`src/rtl/fan_monitor_pkg.sv`:
```
// Shared constants for the fan tachometer monitor: FSM encodings,
// counter widths and saturation limits.
package fan_monitor_pkg;

  localparam logic [0:0] ST_WARMUP = 1'b0;
  localparam logic [0:0] ST_RUN    = 1'b1;

  localparam int unsigned CNT_W = 16;
  localparam int unsigned ZG_W  = 4;

  localparam logic [CNT_W-1:0] CNT_SAT = 16'hFFFF;
  localparam logic [ZG_W-1:0]  ZG_SAT  = 4'hF;

  // Clamp a 32-bit speed product into the 16-bit rpm field.
  function automatic logic [CNT_W-1:0] sat16(input logic [31:0] v);
    return (v > 32'(CNT_SAT)) ? CNT_SAT : v[CNT_W-1:0];
  endfunction

endpackage

```
`src/rtl/fan_tach_channel.sv`:
```
// One tachometer channel: synchroniser, glitch filter, gated edge counter
// and zero-gate (stall) tracking.
module fan_tach_channel
  import fan_monitor_pkg::*;
#(
  parameter int unsigned FILTER_LEN  = 4,
  parameter int unsigned STALL_GATES = 2
) (
  input  logic             clk,
  input  logic             rst_n,
  input  logic             tach,
  input  logic             gate_end,
  output logic [CNT_W-1:0] count_c,
  output logic             stall_nxt_c,
  output logic             stall
);

  logic [1:0]            sync_q;
  logic [FILTER_LEN-1:0] hist_q;
  logic                  filt_q;
  logic                  filt_nxt;
  logic                  rise_c;
  logic [CNT_W-1:0]      cnt_q;
  logic [ZG_W-1:0]       zg_q;
  logic [ZG_W-1:0]       zg_nxt;

  // Level only changes once the whole history window agrees.
  always_comb begin
    filt_nxt = filt_q;
    if (&hist_q) begin
      filt_nxt = 1'b1;
    end else if (~|hist_q) begin
      filt_nxt = 1'b0;
    end
  end

  assign rise_c  = filt_nxt & ~filt_q;
  assign count_c = (rise_c && (cnt_q != CNT_SAT)) ? cnt_q + CNT_W'(1) : cnt_q;

  always_comb begin
    zg_nxt = '0;
    if (count_c == '0) begin
      zg_nxt = (zg_q == ZG_SAT) ? ZG_SAT : zg_q + ZG_W'(1);
    end
  end

  assign stall_nxt_c = (zg_nxt >= ZG_W'(STALL_GATES));

  always_ff @(posedge clk or negedge rst_n) begin
    if (!rst_n) begin
      sync_q <= '0;
      hist_q <= '0;
      filt_q <= 1'b0;
      cnt_q  <= '0;
      zg_q   <= '0;
      stall  <= 1'b0;
    end else begin
      sync_q <= {sync_q[0], tach};
      hist_q <= {hist_q[FILTER_LEN-2:0], sync_q[1]};
      filt_q <= filt_nxt;
      if (gate_end) begin
        cnt_q <= '0;
        zg_q  <= zg_nxt;
        stall <= stall_nxt_c;
      end else begin
        cnt_q <= count_c;
      end
    end
  end

endmodule

```
`src/rtl/fan_monitor.sv`:
```
// Multi-channel fan speed monitor: gated tach edge counting, rpm scaling,
// stall detection and sticky low-speed alarms with a maskable interrupt.
module fan_monitor
  import fan_monitor_pkg::*;
#(
  parameter int unsigned NUM_FANS       = 4,
  parameter int unsigned REFCLK_HZ      = 187500000,
  parameter int unsigned GATE_MS        = 500,
  parameter int unsigned PULSES_PER_REV = 2,
  parameter int unsigned FILTER_LEN     = 4,
  parameter int unsigned STALL_GATES    = 2
) (
  input  logic                      clk,
  input  logic                      rst_n,
  input  logic [NUM_FANS-1:0]       tach,
  input  logic [CNT_W*NUM_FANS-1:0] rpm_min,
  input  logic [NUM_FANS-1:0]       alarm_mask,
  input  logic [NUM_FANS-1:0]       alarm_clr,
  output logic [CNT_W*NUM_FANS-1:0] rpm,
  output logic                      rpm_update,
  output logic                      rpm_valid,
  output logic [NUM_FANS-1:0]       stall,
  output logic [NUM_FANS-1:0]       alarm,
  output logic                      irq
);

  localparam longint unsigned GATE_CYCLES_L = (64'(REFCLK_HZ) * 64'(GATE_MS)) / 64'd1000;
  localparam int unsigned     GATE_CYCLES   = 32'(GATE_CYCLES_L);
  localparam int unsigned     TMR_W         = $clog2(GATE_CYCLES + 1);
  localparam int unsigned     REV_DIV       = GATE_MS * PULSES_PER_REV;
  localparam int unsigned     RPM_SCALE     = 32'd60000 / REV_DIV;

  if ((32'd60000 % REV_DIV) != 0) begin : g_bad_scale
    $error("fan_monitor: 60000/(GATE_MS*PULSES_PER_REV) must be an integer");
  end

  logic [TMR_W-1:0]          tmr_q;
  logic                      gate_end_c;
  logic [CNT_W*NUM_FANS-1:0] count_c;
  logic [NUM_FANS-1:0]       stall_nxt_c;
  logic [0:0]                state_q;
  logic [0:0]                state_nxt;
  logic [CNT_W*NUM_FANS-1:0] rpm_nxt;
  logic [NUM_FANS-1:0]       alarm_nxt;

  assign gate_end_c = (tmr_q == TMR_W'(GATE_CYCLES - 1));

  // Shared gate timer; the terminal cycle still belongs to the closing gate.
  always_ff @(posedge clk or negedge rst_n) begin
    if (!rst_n) begin
      tmr_q <= '0;
    end else if (gate_end_c) begin
      tmr_q <= '0;
    end else begin
      tmr_q <= tmr_q + TMR_W'(1);
    end
  end

  for (genvar i = 0; i < NUM_FANS; i++) begin : g_ch
    fan_tach_channel #(
      .FILTER_LEN  (FILTER_LEN),
      .STALL_GATES (STALL_GATES)
    ) u_ch (
      .clk         (clk),
      .rst_n       (rst_n),
      .tach        (tach[i]),
      .gate_end    (gate_end_c),
      .count_c     (count_c[CNT_W*i +: CNT_W]),
      .stall_nxt_c (stall_nxt_c[i]),
      .stall       (stall[i])
    );
  end

  always_ff @(posedge clk or negedge rst_n) begin
    if (!rst_n) begin
      state_q <= ST_WARMUP;
    end else begin
      state_q <= state_nxt;
    end
  end

  // Alarms are only judged once a previous gate has established a baseline.
  always_comb begin
    state_nxt = state_q;
    rpm_nxt   = rpm;
    alarm_nxt = alarm & ~alarm_clr;
    if (gate_end_c) begin
      state_nxt = ST_RUN;
      for (int i = 0; i < NUM_FANS; i++) begin
        rpm_nxt[CNT_W*i +: CNT_W] = sat16(32'(count_c[CNT_W*i +: CNT_W]) * 32'(RPM_SCALE));
        if ((state_q == ST_RUN) &&
            ((rpm_nxt[CNT_W*i +: CNT_W] < rpm_min[CNT_W*i +: CNT_W]) || stall_nxt_c[i])) begin
          alarm_nxt[i] = 1'b1;
        end
      end
    end
  end

  always_ff @(posedge clk or negedge rst_n) begin
    if (!rst_n) begin
      rpm        <= '0;
      rpm_update <= 1'b0;
      alarm      <= '0;
      irq        <= 1'b0;
    end else begin
      rpm        <= rpm_nxt;
      rpm_update <= gate_end_c;
      alarm      <= alarm_nxt;
      irq        <= |(alarm & alarm_mask);
    end
  end

  assign rpm_valid = (state_q == ST_RUN);

endmodule

```
`config.mk`:
```
export PLATFORM = sky130hd
export DESIGN_NAME = fan_monitor
export DESIGN_NICKNAME = d
export VERILOG_FILES = /design/src/rtl/fan_monitor_pkg.sv /design/src/rtl/fan_tach_channel.sv /design/src/rtl/fan_monitor.sv
export SDC_FILE = /design/constraint.sdc
export NUM_CORES = 1
export LEC_CHECK = 0
export ABC_CLOCK_PERIOD_IN_PS = 20500
export BUFFER_PORTS_ARGS = -buffer_cell sky130_fd_sc_hd__clkbuf_2
export CORE_UTILIZATION = 56
export CTS_CLUSTER_DIAMETER = 40
export DETAILED_ROUTE_END_ITERATION = 12
export PLACE_DENSITY = 0.73
export REMOVE_ABC_BUFFERS = 1
export SLEW_MARGIN = 40
export SYNTH_ARGS = -nofsm -noshare
export SYNTH_HDL_FRONTEND = slang
export SYNTH_SLANG_ARGS = --single-unit
```
`constraint.sdc`:
```
create_clock -name clk -period 20.5 [get_ports clk]
set_clock_uncertainty 0.2 [all_clocks]
set_input_delay 3.075 -clock clk [delete_from_list [all_inputs] [get_ports clk]]
set_output_delay 3.075 -clock clk [all_outputs]
set_load 0.1 [all_outputs]
```
Word level (Yosys, flattened, before mapping)
Cells that the tools add are included.
- RAM bits: 0
- word-level logic and storage cells: 134
- memories: 0
- ROM bits: 0
- latch bits: 0
- output and inout port bits: 75
- flip-flop bits (word level): 210
- bits of input ports: 78
- shift operators: 0
- bitwise logic cells: 11
- reduce and logical (&&, ||, !) cells: 25
- equal/unequal tests: 9
- $mul: 4
- add/sub/neg operators: 9
- mux-type cells: 34
- div/mod/pow operators: 0
- magnitude comparators: 12
- operators by type and width (cell ; count):
    16-bit two-way mux ; 12
    22-bit by 16-bit greater-than comparator with 1-bit output, second input constant ; 4
    16-bit by 4-bit multiplier with 20-bit output, second input constant ; 4
    16-bit by 1-bit adder with 16-bit output, second input constant ; 4
    16-bit logical NOT ; 4
    16-bit less-than comparator ; 4
    16-bit != test, second input constant ; 4
    4-bit two-way mux ; 9
    27-bit by 1-bit adder with 27-bit output, second input constant ; 1
    27-bit == test, second input constant ; 1
    27-bit two-way mux ; 1
    4-bit OR reduction ; 5
    4-bit by 1-bit adder with 4-bit output, second input constant ; 4
    4-bit == test, second input constant ; 4
    4-bit by 2-bit >= comparator with 1-bit output, second input constant ; 4
    4-bit AND reduction ; 4
    1-bit two-way mux ; 12
    4-bit bitwise AND ; 2
    1-bit logical AND ; 8
    1-bit bitwise AND ; 4
    1-bit logical OR ; 4
    1-bit inverter ; 4
    4-bit inverter ; 1

Longest topological paths before layout
Gate-level depths: netlist of run 1.
- depth in word-level cells: 14
- mapped depth: 32
- mapped depth without buffers: 30

By module
From an unflattened synthesis of run 1, not the netlist that was laid out.
- cell total of the unflattened synthesis: 2111
- area, all modules: 18759.2 um^2
- by module, submodules not included (module ; cells an instance ; instances ; area an instance (um^2) ; seq. area each (um^2)):
    fan_monitor ; 1419 ; 1 ; 12187.9 ; 2352.3
    fan_tach_channel ; 173 ; 4 ; 1642.8 ; 700.7

Worst setup path after synthesis of run 1
Ideal clock, no wire load.
- path type: register to register
- from: reg g_ch[3].u_ch.cnt_q[3]
- to: reg alarm[3]
- clock period less this slack: 7.074 ns
- setup time: 0.069 ns
- stages on the path, launching flop included: 30
- required time: 20.231 ns
- buffers on the path: 2
- setup slack: 13.426 ns
- arrival: 6.805 ns
- cells stage by stage: dfrtp_1 -> nand4_1 -> or2_2 -> or3_1 -> nor2_1 -> xnor2_1 -> inv_1 -> fa_1 -> inv_1 -> ha_1 -> ha_1 -> a21o_1 -> a211oi_1 -> inv_1 -> o41ai_1 -> nor4_1 -> o22ai_1 -> and3_1 -> clkbuf_1 -> clkbuf_1 -> nand2_1 -> ha_1 -> a21o_1 -> a21o_1 -> a211oi_1 -> o21ai_0 -> a2111o_1 -> nor4b_1 -> a41oi_1 -> nand3_1
- longest elaborated chain between the ends: 11
- elaborated cells on any way between the ends: 15
- classes of those cells: add/sub: 1; mul: 1; order compare: 3; eq/ne: 1; mux: 5; reduce/logical: 4
- RTL lines (item ; RTL line ; RTL):
    start, declared ; fan_tach_channel.sv:23 ; logic [CNT_W-1:0] cnt_q;
    start signal, assigned ; fan_tach_channel.sv:66 ; cnt_q <= count_c;
    branches (longest 2 deep; another with 16-bit by 1-bit adder with 16-bit output) ; n/a ;
    16-bit two-way mux * ; fan_tach_channel.sv:38 ; assign count_c = (rise_c && (cnt_q != CNT_SAT)) ? cnt_q + CNT_W'(1) : cnt_q;
    16-bit by 4-bit multiplier with 20-bit output ; fan_monitor.sv:90 ; rpm_nxt[CNT_W*i +: CNT_W] = sat16(32'(count_c[CNT_W*i +: CNT_W]) * 32'(RPM_SCALE));
    22-bit by 16-bit greater-than comparator with 1-bit output ; fan_monitor_pkg.sv:16 ; return (v > 32'(CNT_SAT)) ? CNT_SAT : v[CNT_W-1:0];
    16-bit two-way mux ; fan_monitor_pkg.sv:16 ;
    16-bit less-than comparator ; fan_monitor.sv:92 ; ((rpm_nxt[CNT_W*i +: CNT_W] < rpm_min[CNT_W*i +: CNT_W]) || stall_nxt_c[i])) begin
    1-bit logical OR * ; fan_monitor.sv:92 ;
    1-bit logical AND * ; fan_monitor.sv:91 ; if ((state_q == ST_RUN) &&
    1-bit two-way mux * ; fan_monitor.sv:91 ;
    4-bit two-way mux * ; fan_monitor.sv:87 ; if (gate_end_c) begin
    via alarm_nxt[3] ; fan_monitor.sv:44 ; logic [NUM_FANS-1:0] alarm_nxt;
    end signal, assigned ; fan_monitor.sv:108 ; alarm <= alarm_nxt;
    end, declared ; fan_monitor.sv:23 ; output logic [NUM_FANS-1:0] alarm,
Mark *: on every way through the listed nets, which the timed path passes.
A chain may end at the register's enable or synchronous reset.

Final worst setup path of run 1
- from: reg g_ch[0].u_ch.cnt_q[5]
- to: reg alarm[0]
- longest elaborated chain between the ends: 11
- elaborated cells on any way between the ends: 15
- classes of those cells: add/sub: 1; mul: 1; order compare: 3; eq/ne: 1; mux: 5; reduce/logical: 4
- RTL lines (item ; RTL line):
    start, declared ; fan_tach_channel.sv:23
    start signal, assigned ; fan_tach_channel.sv:66
    branches (longest 2 deep; another with 16-bit by 1-bit adder with 16-bit output) ; n/a
    16-bit two-way mux * ; fan_tach_channel.sv:38
    16-bit by 4-bit multiplier with 20-bit output ; fan_monitor.sv:90
    22-bit by 16-bit greater-than comparator with 1-bit output ; fan_monitor_pkg.sv:16
    16-bit two-way mux ; fan_monitor_pkg.sv:16
    16-bit less-than comparator ; fan_monitor.sv:92
    1-bit logical OR * ; fan_monitor.sv:92
    1-bit logical AND * ; fan_monitor.sv:91
    1-bit two-way mux * ; fan_monitor.sv:91
    4-bit two-way mux * ; fan_monitor.sv:87
    via alarm_nxt[0] ; fan_monitor.sv:44
Marked as above.

==> results.md, run 1 <==
- Post-CTS setup buffers: 0
- Avg Cell Area, Syn: 8.737 um^2
- Via-per-instance ratio: between 5 and 6
- Worst-Margin Slew: 0.8131 ns
- Die Y: 182.2 um
- Reg2reg setup slack: 12.54 ns
- CP Launch Type: flip-flop
- Endpoints failing setup: 0
- Netlist area before placement: 18180 um^2
- Sequential area share after synthesis: 28.35%
- Combinational power share: 21.7%
- Synth async-reset ratio: 100.0%
- Total core area: around 32000 um^2
- H-tree depth: 2
- Root Buffer: clkbuf_16
- Fillers: 2664
- Largest net degree at the start of global routing: 82
- Routed WL: 43600 um
- CP arrival: 8.24 ns
- Area grow syn2layout: 13.79%
- Count of unique library cells instantiated by Yosys: 91
- M2 GR Usage: 45.23%
- Diode count: 0
- Die X: 182.2 um
- RSZ-0062 raised after global routing: false
- CP Data Required Time: around 21 ns
- Remaining global-route overflow: 0
- Critical Path Max Stage Delay: 0.61 ns
- CP Launch Point: g_ch[0].u_ch.cnt_q[5]$_DFF_PN0_
- CP most frequent cell: ha_1
- Initial antenna violation count: 0
- # IOs: 153
- Power Density: 65.34 nW/um^2
- Share of cells above drive strength 1: 13.54%
- Post-CTS Hold Buffers: 0
- Total of max-cap violations: 0
- GR Layer Usage met1: 35.16%
- Vias in the first global route: 15290
- Crit path max fanout: 31
- VDD IR-drop max: 77.36 uV
- Final GP Congestion: 0.9254
- Worst setup EP type: flip-flop
- Drt wl/cell: approximately 16 um
- Period utilisation layout: between 30 and 40%
- Clk pwr share: 46.6%
- Cells resized by post-CTS repair: 0
- Int Pwr: 928.9 uW
- Worst R2R Start: g_ch[0].u_ch.cnt_q[5]$_DFF_PN0_
- Worst skew pair latency: 0.55 ns
- Gr usage total: 26.91%
- Seq pwr share: 31.7%
- Switching Share: between 30% and 40%
- Vias: 15350
- Port buffer count: 152
- Crit path capture: alarm[0]$_DFF_PN0_
- CTS buffer count: 37
- Worst r2r path cells: 29
- Num rows: 65
- # DRC: 0
- Die ar.: approximately 33000 um^2
- Worst Setup Path Type: reg2reg
- Hpwl dp: 32370 um
- Leakage: about 11 nW
- Router iterations before antenna repair: 5
- FF-to-FF End: alarm[0]$_DFF_PN0_
- Wire length of the first global-routing pass: 73460 um
- Most used routing layer: met2
- Met3 usage: between 4 and 5%
- Net switching power: ~420 uW
- CP max-delay cell: a311oi_1
- Post-synth EDFFs: 0
- Syn. warnings: 0
- Final hold violations: 0
- Hold/Removal Path Class: reg2reg
- Layout Nets: between 2000 and 3000
- Slew Limit Fails: 0
- Status: finished clean
- Fmax: 0.1256 GHz
- Clock sink count: approximately 210
- Post-synth top flop: dfrtp_1
- Worst-path clk slew: 0.06 ns
- Initial core utilization: 57.33%
- Setup TNS Final: 0 ns
- CTS tree: built
- Antenna Violating Nets Remaining: 0
- Slew Limit Headroom: 45.40%
- WHS: 0.1428 ns
- Final Critical Period: 7.961 ns
- Cells after Synth: 2081
- Max clock buf depth: 3
- Yosys reg bits: between 200 and 250
- Initial DRC count: 861
layout by cell type, fill, tap and decap left out, drive strengths merged, types with 7 or more instances in the layout:
cell type / netlist / final
nand3: 72 / 72
clkbuf: 36 / 193
a31oi: 47 / 47
inv: 236 / 244
dfrtp: 206 / 206
o22ai: 7 / 7
fa: 66 / 66
nand3b: 13 / 13
nand4: 44 / 44
o21a: 14 / 14
a211oi: 25 / 25
o21ai: 87 / 87
a21oi: 103 / 103
mux2i: 8 / 8
ha: 178 / 178
xnor2: 123 / 123
nand2: 153 / 153
buf: 26 / 9
nor2b: 15 / 15
nand2b: 21 / 21
and3: 35 / 35
clkinv: 0 / 9
or3: 13 / 13
or4: 8 / 8
o2111ai: 9 / 9
and4: 13 / 13
nor4: 23 / 23
maj3: 23 / 23
xor2: 67 / 67
o211ai: 12 / 12
and2: 15 / 15
o31ai: 7 / 7
a21o: 33 / 33
o21bai: 13 / 13
mux2: 17 / 17
nor3: 31 / 31
nor2: 206 / 206
how the worst min path moves through the flow:
| stage | from | to | slack (ns) | depth (start not counted) |
|---|---|---|---|---|
| after detailed placement | g_ch[2].u_ch.sync_q[1]$_DFF_PN0_ | g_ch[2].u_ch.hist_q[0]$_DFF_PN0_ | 0.13 | 0 |
| final | g_ch[2].u_ch.sync_q[0]$_DFF_PN0_ | g_ch[2].u_ch.sync_q[1]$_DFF_PN0_ | 0.14 | 0 |
| after global placement | g_ch[2].u_ch.sync_q[0]$_DFF_PN0_ | g_ch[2].u_ch.sync_q[1]$_DFF_PN0_ | 0.14 | 0 |
| after global routing | g_ch[2].u_ch.sync_q[0]$_DFF_PN0_ | g_ch[2].u_ch.sync_q[1]$_DFF_PN0_ | 0.15 | 0 |
| after CTS | g_ch[2].u_ch.sync_q[1]$_DFF_PN0_ | g_ch[2].u_ch.hist_q[0]$_DFF_PN0_ | 0.15 | 0 |
| after floorplan | g_ch[0].u_ch.sync_q[1]$_DFF_PN0_ | g_ch[0].u_ch.hist_q[0]$_DFF_PN0_ | 0.13 | 0 |
per-layer routing:
metal | up-vias | wire [um]
met1 | 7392 | 19880
met4 | 0 | 1028
met5 | - | 0
met2 | 366 | 20580
li1 | 7505 | -
met3 | 86 | 2109
logic make-up after synthesis:
kind of cell    share of synthesized area, %
simple gates                           19.14
xor+xnor                               9.441
compound gates                         14.37
fa+ha+maj                              20.78
buf+inv                                6.427
mux                                    1.493
flops                                  28.35
power by group through the flow:
stage	sequential, mW	combinational [mW]	clock [mW]
final	0.429	0.293	0.630
after global routing	0.430	0.334	0.660
after CTS	0.428	0.292	0.641
after detailed placement	0.436	0.288	0
after global placement	0.435	0.276	0
after floorplan	0.433	0.206	0
through the flow:
stage | cell area, um^2 | power, mW | worst slack (ns) | instances | util, %
global route | 20690 | 1.425 | 11.88 | 2648 | 65.23
finish | 20690 | 1.352 | 12.54 | 2648 | 65.23
CTS | 20580 | 1.361 | 12.59 | 2648 | 64.90
detailed placement | 19300 | 0.7233 | 12.67 | 2581 | 60.84
global placement | 19260 | 0.7111 | 12.75 | 2581 | 60.72
floorplan | 17900 | 0.6390 | 11.99 | 2019 | -
cell usage after synthesis, types with 8 or more instances:
cell / number / area, um^2
dfrtp_1: 206 / 5155
o21ai_0: 76 / 380.4
ha_1: 178 / 2227
nand3_1: 72 / 360.4
nand3b_1: 13 / 97.59
and2_1: 15 / 93.84
nor4_1: 20 / 125.1
o211ai_1: 11 / 82.58
o21bai_1: 13 / 97.59
and4_1: 13 / 113.9
xor2_1: 61 / 534.3
xnor2_1: 122 / 1069
a21oi_1: 102 / 510.5
a31oi_1: 47 / 294.0
nand2_1: 151 / 566.8
mux2i_1: 8 / 80.08
mux2_2: 17 / 191.4
buf_2: 10 / 50.05
a211oi_1: 25 / 187.7
nor2b_1: 15 / 93.84
maj3_1: 23 / 230.2
inv_1: 235 / 882.1
nand2b_1: 21 / 131.4
nor2_1: 204 / 765.7
nand4_1: 42 / 262.8
buf_4: 8 / 60.06
or3_1: 13 / 81.33
a21o_1: 33 / 247.7
o21ai_1: 10 / 50.05
o21a_1: 14 / 105.1
nor3_1: 30 / 150.1
fa_1: 66 / 1321
clkbuf_1: 36 / 135.1
and3_1: 35 / 219.0
worst max-delay path: cells and delay by family (launching register included):
family	cells	cell delay, ns
AO/OA/AOI/OAI	12	2.81
AND/OR/NAND/NOR	9	1.92
adder cells (fa/ha/maj)	4	1.53
buffers and inverters	3	0.60
flip-flops	1	0.42
XOR/XNOR	1	0.39
area by class of cell:
class / count / area [um^2] / share of cell area [%]
clock buffer: 42 / 996.0 / 4.814
multi-input combinational: 1577 / 12020 / 58.10
inverter: 236 / 885.9 / 4.282
tap: 402 / 503.0 / 2.431
timing repair buffer: 160 / 838.3 / 4.052
clock inverter: 25 / 291.5 / 1.409
sequential: 206 / 5155 / 24.92
registers in the layout (all words and copies together), names as in the netlist:
signal and flops:
alarm 4, g_ch.u_ch.cnt_q 64, g_ch.u_ch.filt_q 4, g_ch.u_ch.hist_q 16, g_ch.u_ch.stall 4, g_ch.u_ch.sync_q 8
g_ch.u_ch.zg_q 16, irq 1, rpm 60, rpm_update 1, rpm_valid 1, tmr_q 27
Power figures use the tool's default switching activity.
==> run 2: changes to the inputs <==
- ABC_CLOCK_PERIOD_IN_PS: 20500 -> 7600
- clock period: 20.5 -> 7.6 ns (I/O delays scaled with it)
==> results.md, run 2 (same netlist as run 1, synthesis figures left out) <==
- Largest regs: g_ch.u_ch.cnt_q x64, rpm x60, tmr_q x27
- Routed WL: 43450 um (-0.33%)
- Max clock buf depth: 3 (unchanged)
- Power Density: 177.5 nW/um^2 (+170%)
- Root Buffer: clkbuf_16
- RSZ-0062 raised after global routing: true
- M2 GR Usage: 46.18% (+0.95 points)
- Period utilisation layout: 96.45% (+58 points)
- Reg2reg setup slack: 0.27 ns (-12.27 ns)
- Die ar.: 33190 um^2 (unchanged)
- Port buffer count: 152 (unchanged)
- FF-to-FF End: alarm[0]$_DFF_PN0_
- Area grow syn2layout: 16.13%
- Layout Nets: 2583 (+1.7%)
- # DRC: 0 (unchanged)
- Combinational power share: 21.9% (+0.2 points)
- Endpoints failing setup: 0 (unchanged)
- Slew Limit Headroom: 49.94% (+4.5 points)
- Met3 usage: 3.871% (-1.1 points)
- Biggest register: g_ch.u_ch.cnt_q
- Initial DRC count: 773 (-10%)
- Vias in the first global route: 15260 (-0.22%)
- Net switching power: 1.133 mW (+170%)
- CP Data Required Time: 7.88 ns (-12.90 ns)
- Post-CTS Hold Buffers: 0 (unchanged)
- Status: finished clean
- Num rows: 65 (unchanged)
- Int Pwr: 2.615 mW (+180%)
- Worst hold path startpoint: g_ch[2].u_ch.sync_q[1]$_DFF_PN0_
- # IOs: 153 (unchanged)
- Diode count: 0 (unchanged)
- Fmax: 0.1364 GHz (+8.6%)
- Most used routing layer: met2
- Critical Path Max Stage Delay: 0.51 ns (-0.10 ns)
- Hold path depth: 0 (unchanged)
- Hold/Removal Path Class: reg2reg
- Total of max-cap violations: 0 (unchanged)
- Via-per-instance ratio: 5.717 (-1.4%)
- Wire length of the first global-routing pass: 72840 um (-0.85%)
- Commonest non-fill, non-tap cell in the layout: inv_1
- Gr usage total: 26.71% (-0.21 points)
- Die X: 182.2 um (unchanged)
- Final GP Congestion: 0.8868 (-4.2%)
- Router iterations before antenna repair: 5 (unchanged)
- Final Critical Period: 7.330 ns (-0.6309 ns)
- CTS tree: built
- Crit path max fanout: 16 (-48%)
- Register area: 5155 um^2 (unchanged)
- Clk pwr share: 47.2% (+0.6 points)
- Share of cells above drive strength 1: 15.19% (+1.7 points)
- WHS: 0.1445 ns (+0.001682 ns)
- Total core area: 31720 um^2 (unchanged)
- Cell count after placement: 2619 (+1.5%)
- GR Layer Usage met1: 35.07% (-0.092 points)
- Worst-path clk slew: 0.06 ns (about the same)
- Die Y: 182.2 um (unchanged)
- WHS Endpoint: g_ch[2].u_ch.hist_q[0]$_DFF_PN0_
- Worst skew pair latency: 0.55 ns (about the same)
- Max reg flops: 64 (unchanged)
- Non-Filler Instances: 2693 (+1.7%)
- CP max-delay cell: or4b_1
- Hpwl dp: 32850 um (+1.5%)
- CP most frequent cell: ha_1
- Commonest cells after routing, fill and taps aside: inv_1, dfrtp_1, nor2_1
- Slew Limit Fails: 0 (unchanged)
- CP arrival: 7.61 ns (-0.63 ns)
- Antenna Violating Nets Remaining: 0 (unchanged)
- VDD IR-drop max: 186.0 uV (+140%)
- Switching Share: 30.22% (-1.1 points)
- Largest net degree at the start of global routing: 83 (+1.2%)
- Worst-Margin Slew: 0.7509 ns (-0.06224 ns)
- Remaining global-route overflow: 0 (unchanged)
- CP Launch Type: flip-flop
- Clock sink count: 206 (unchanged)
- Drt wl/cell: 16.13 um (-2.0%)
- Seq pwr share: 30.9% (-0.8 points)
- Final hold violations: 0 (unchanged)
- Multi-input logic area: 12020 um^2 (about the same)
- Worst R2R Start: g_ch[0].u_ch.cnt_q[4]$_DFF_PN0_
- H-tree depth: 2 (unchanged)
- Worst r2r path cells: 26 (-10%)
- Vias: 15400 (+0.30%)
- Leakage: 11.27 nW (+2.4%)
- Initial core utilization: 57.33% (unchanged)
- Initial antenna violation count: 0 (unchanged)
- CTS buffer count: 38 (+2.7%)
- Worst setup EP type: flip-flop
- Fillers: 2550 (-4.3%)
- Worst Setup Path Type: reg2reg
[run 2: timing repair]
| item | in CTS | in global routing |
|---|---|---|
| endpoints found under the setup margin | 0 | 3 |
| gates resized for setup | 0 | 15 |
| hold endpoints to repair | 0 | 0 |
| setup buffers | 0 | 3 |
[run 2: area by class of cell]
| class | instances | area share, % |
|---|---|---|
| Multi-Input combinational cell | 1577 | 56.92 |
| Sequential cell | 206 | 24.41 |
| Timing Repair Buffer | 202 | 5.730 |
| Clock buffer | 44 | 4.847 |
| Inverter | 236 | 4.195 |
| Tap cell | 402 | 2.382 |
| Clock inverter | 26 | 1.511 |
[run 2: worst max-delay path by stage]
| stage | to | from | cells after the start | slack (ns) |
|---|---|---|---|---|
| 2_1_floorplan | alarm[0]$_DFF_PN0_ | g_ch[0].u_ch.cnt_q[4]$_DFF_PN0_ | 28 | -0.91 |
| 3_3_place_gp | alarm[3]$_DFF_PN0_ | g_ch[3].u_ch.cnt_q[3]$_DFF_PN0_ | 27 | 0.38 |
| 3_5_place_dp | alarm[3]$_DFF_PN0_ | g_ch[3].u_ch.cnt_q[3]$_DFF_PN0_ | 28 | 0.18 |
| 4_1_cts | alarm[3]$_DFF_PN0_ | g_ch[3].u_ch.cnt_q[3]$_DFF_PN0_ | 28 | 0.15 |
| 5_1_grt | alarm[0]$_DFF_PN0_ | g_ch[0].u_ch.cnt_q[3]$_DFF_PN0_ | 29 | -0.11 |
| 6_report | alarm[0]$_DFF_PN0_ | g_ch[0].u_ch.cnt_q[4]$_DFF_PN0_ | 26 | 0.27 |
[run 2: critical path: cells and delay by family, from the launching register on]
family          cells  cell delay (ns)
fa+ha+maj           5             1.72
mux                 1             0.41
buf+inv             1             0.19
simple gates        7             1.72
flops               1             0.41
compound gates     12             2.61
[run 2: power groups by stage]
| stage | clock, mW | sequential (mW) | combinational [mW] |
|---|---|---|---|
| after floorplan | 0 | 1.17 | 0.556 |
| after global placement | 0 | 1.17 | 0.777 |
| after detailed placement | 0 | 1.18 | 0.808 |
| after CTS | 1.80 | 1.16 | 0.818 |
| after global routing | 1.85 | 1.16 | 0.934 |
| final | 1.77 | 1.16 | 0.820 |
[run 2: layer usage]
metal | routed length, um | up-vias
li1 | - | 7581
met1 | 19960 | 7415
met2 | 20870 | 335
met3 | 1766 | 64
met4 | 850 | 0
met5 | 0 | -
[run 2: per-stage QoR]
| step | power (mW) | setup WS (ns) | setup TNS (ns) | cell area, um^2 | util (%) |
|---|---|---|---|---|---|
| final | 3.748 | 0.2696 | 0 | 21120 | 66.57 |
| after global routing | 3.949 | -0.1082 | -0.1447 | 21120 | 66.57 |
| after CTS | 3.779 | 0.1461 | 0 | 20940 | 66.01 |
| after detailed placement | 1.983 | 0.1834 | 0 | 19590 | 61.78 |
| after global placement | 1.950 | 0.3809 | 0 | 19530 | 61.57 |
| after floorplan | 1.724 | -0.9101 | -0.9101 | 17900 | - |
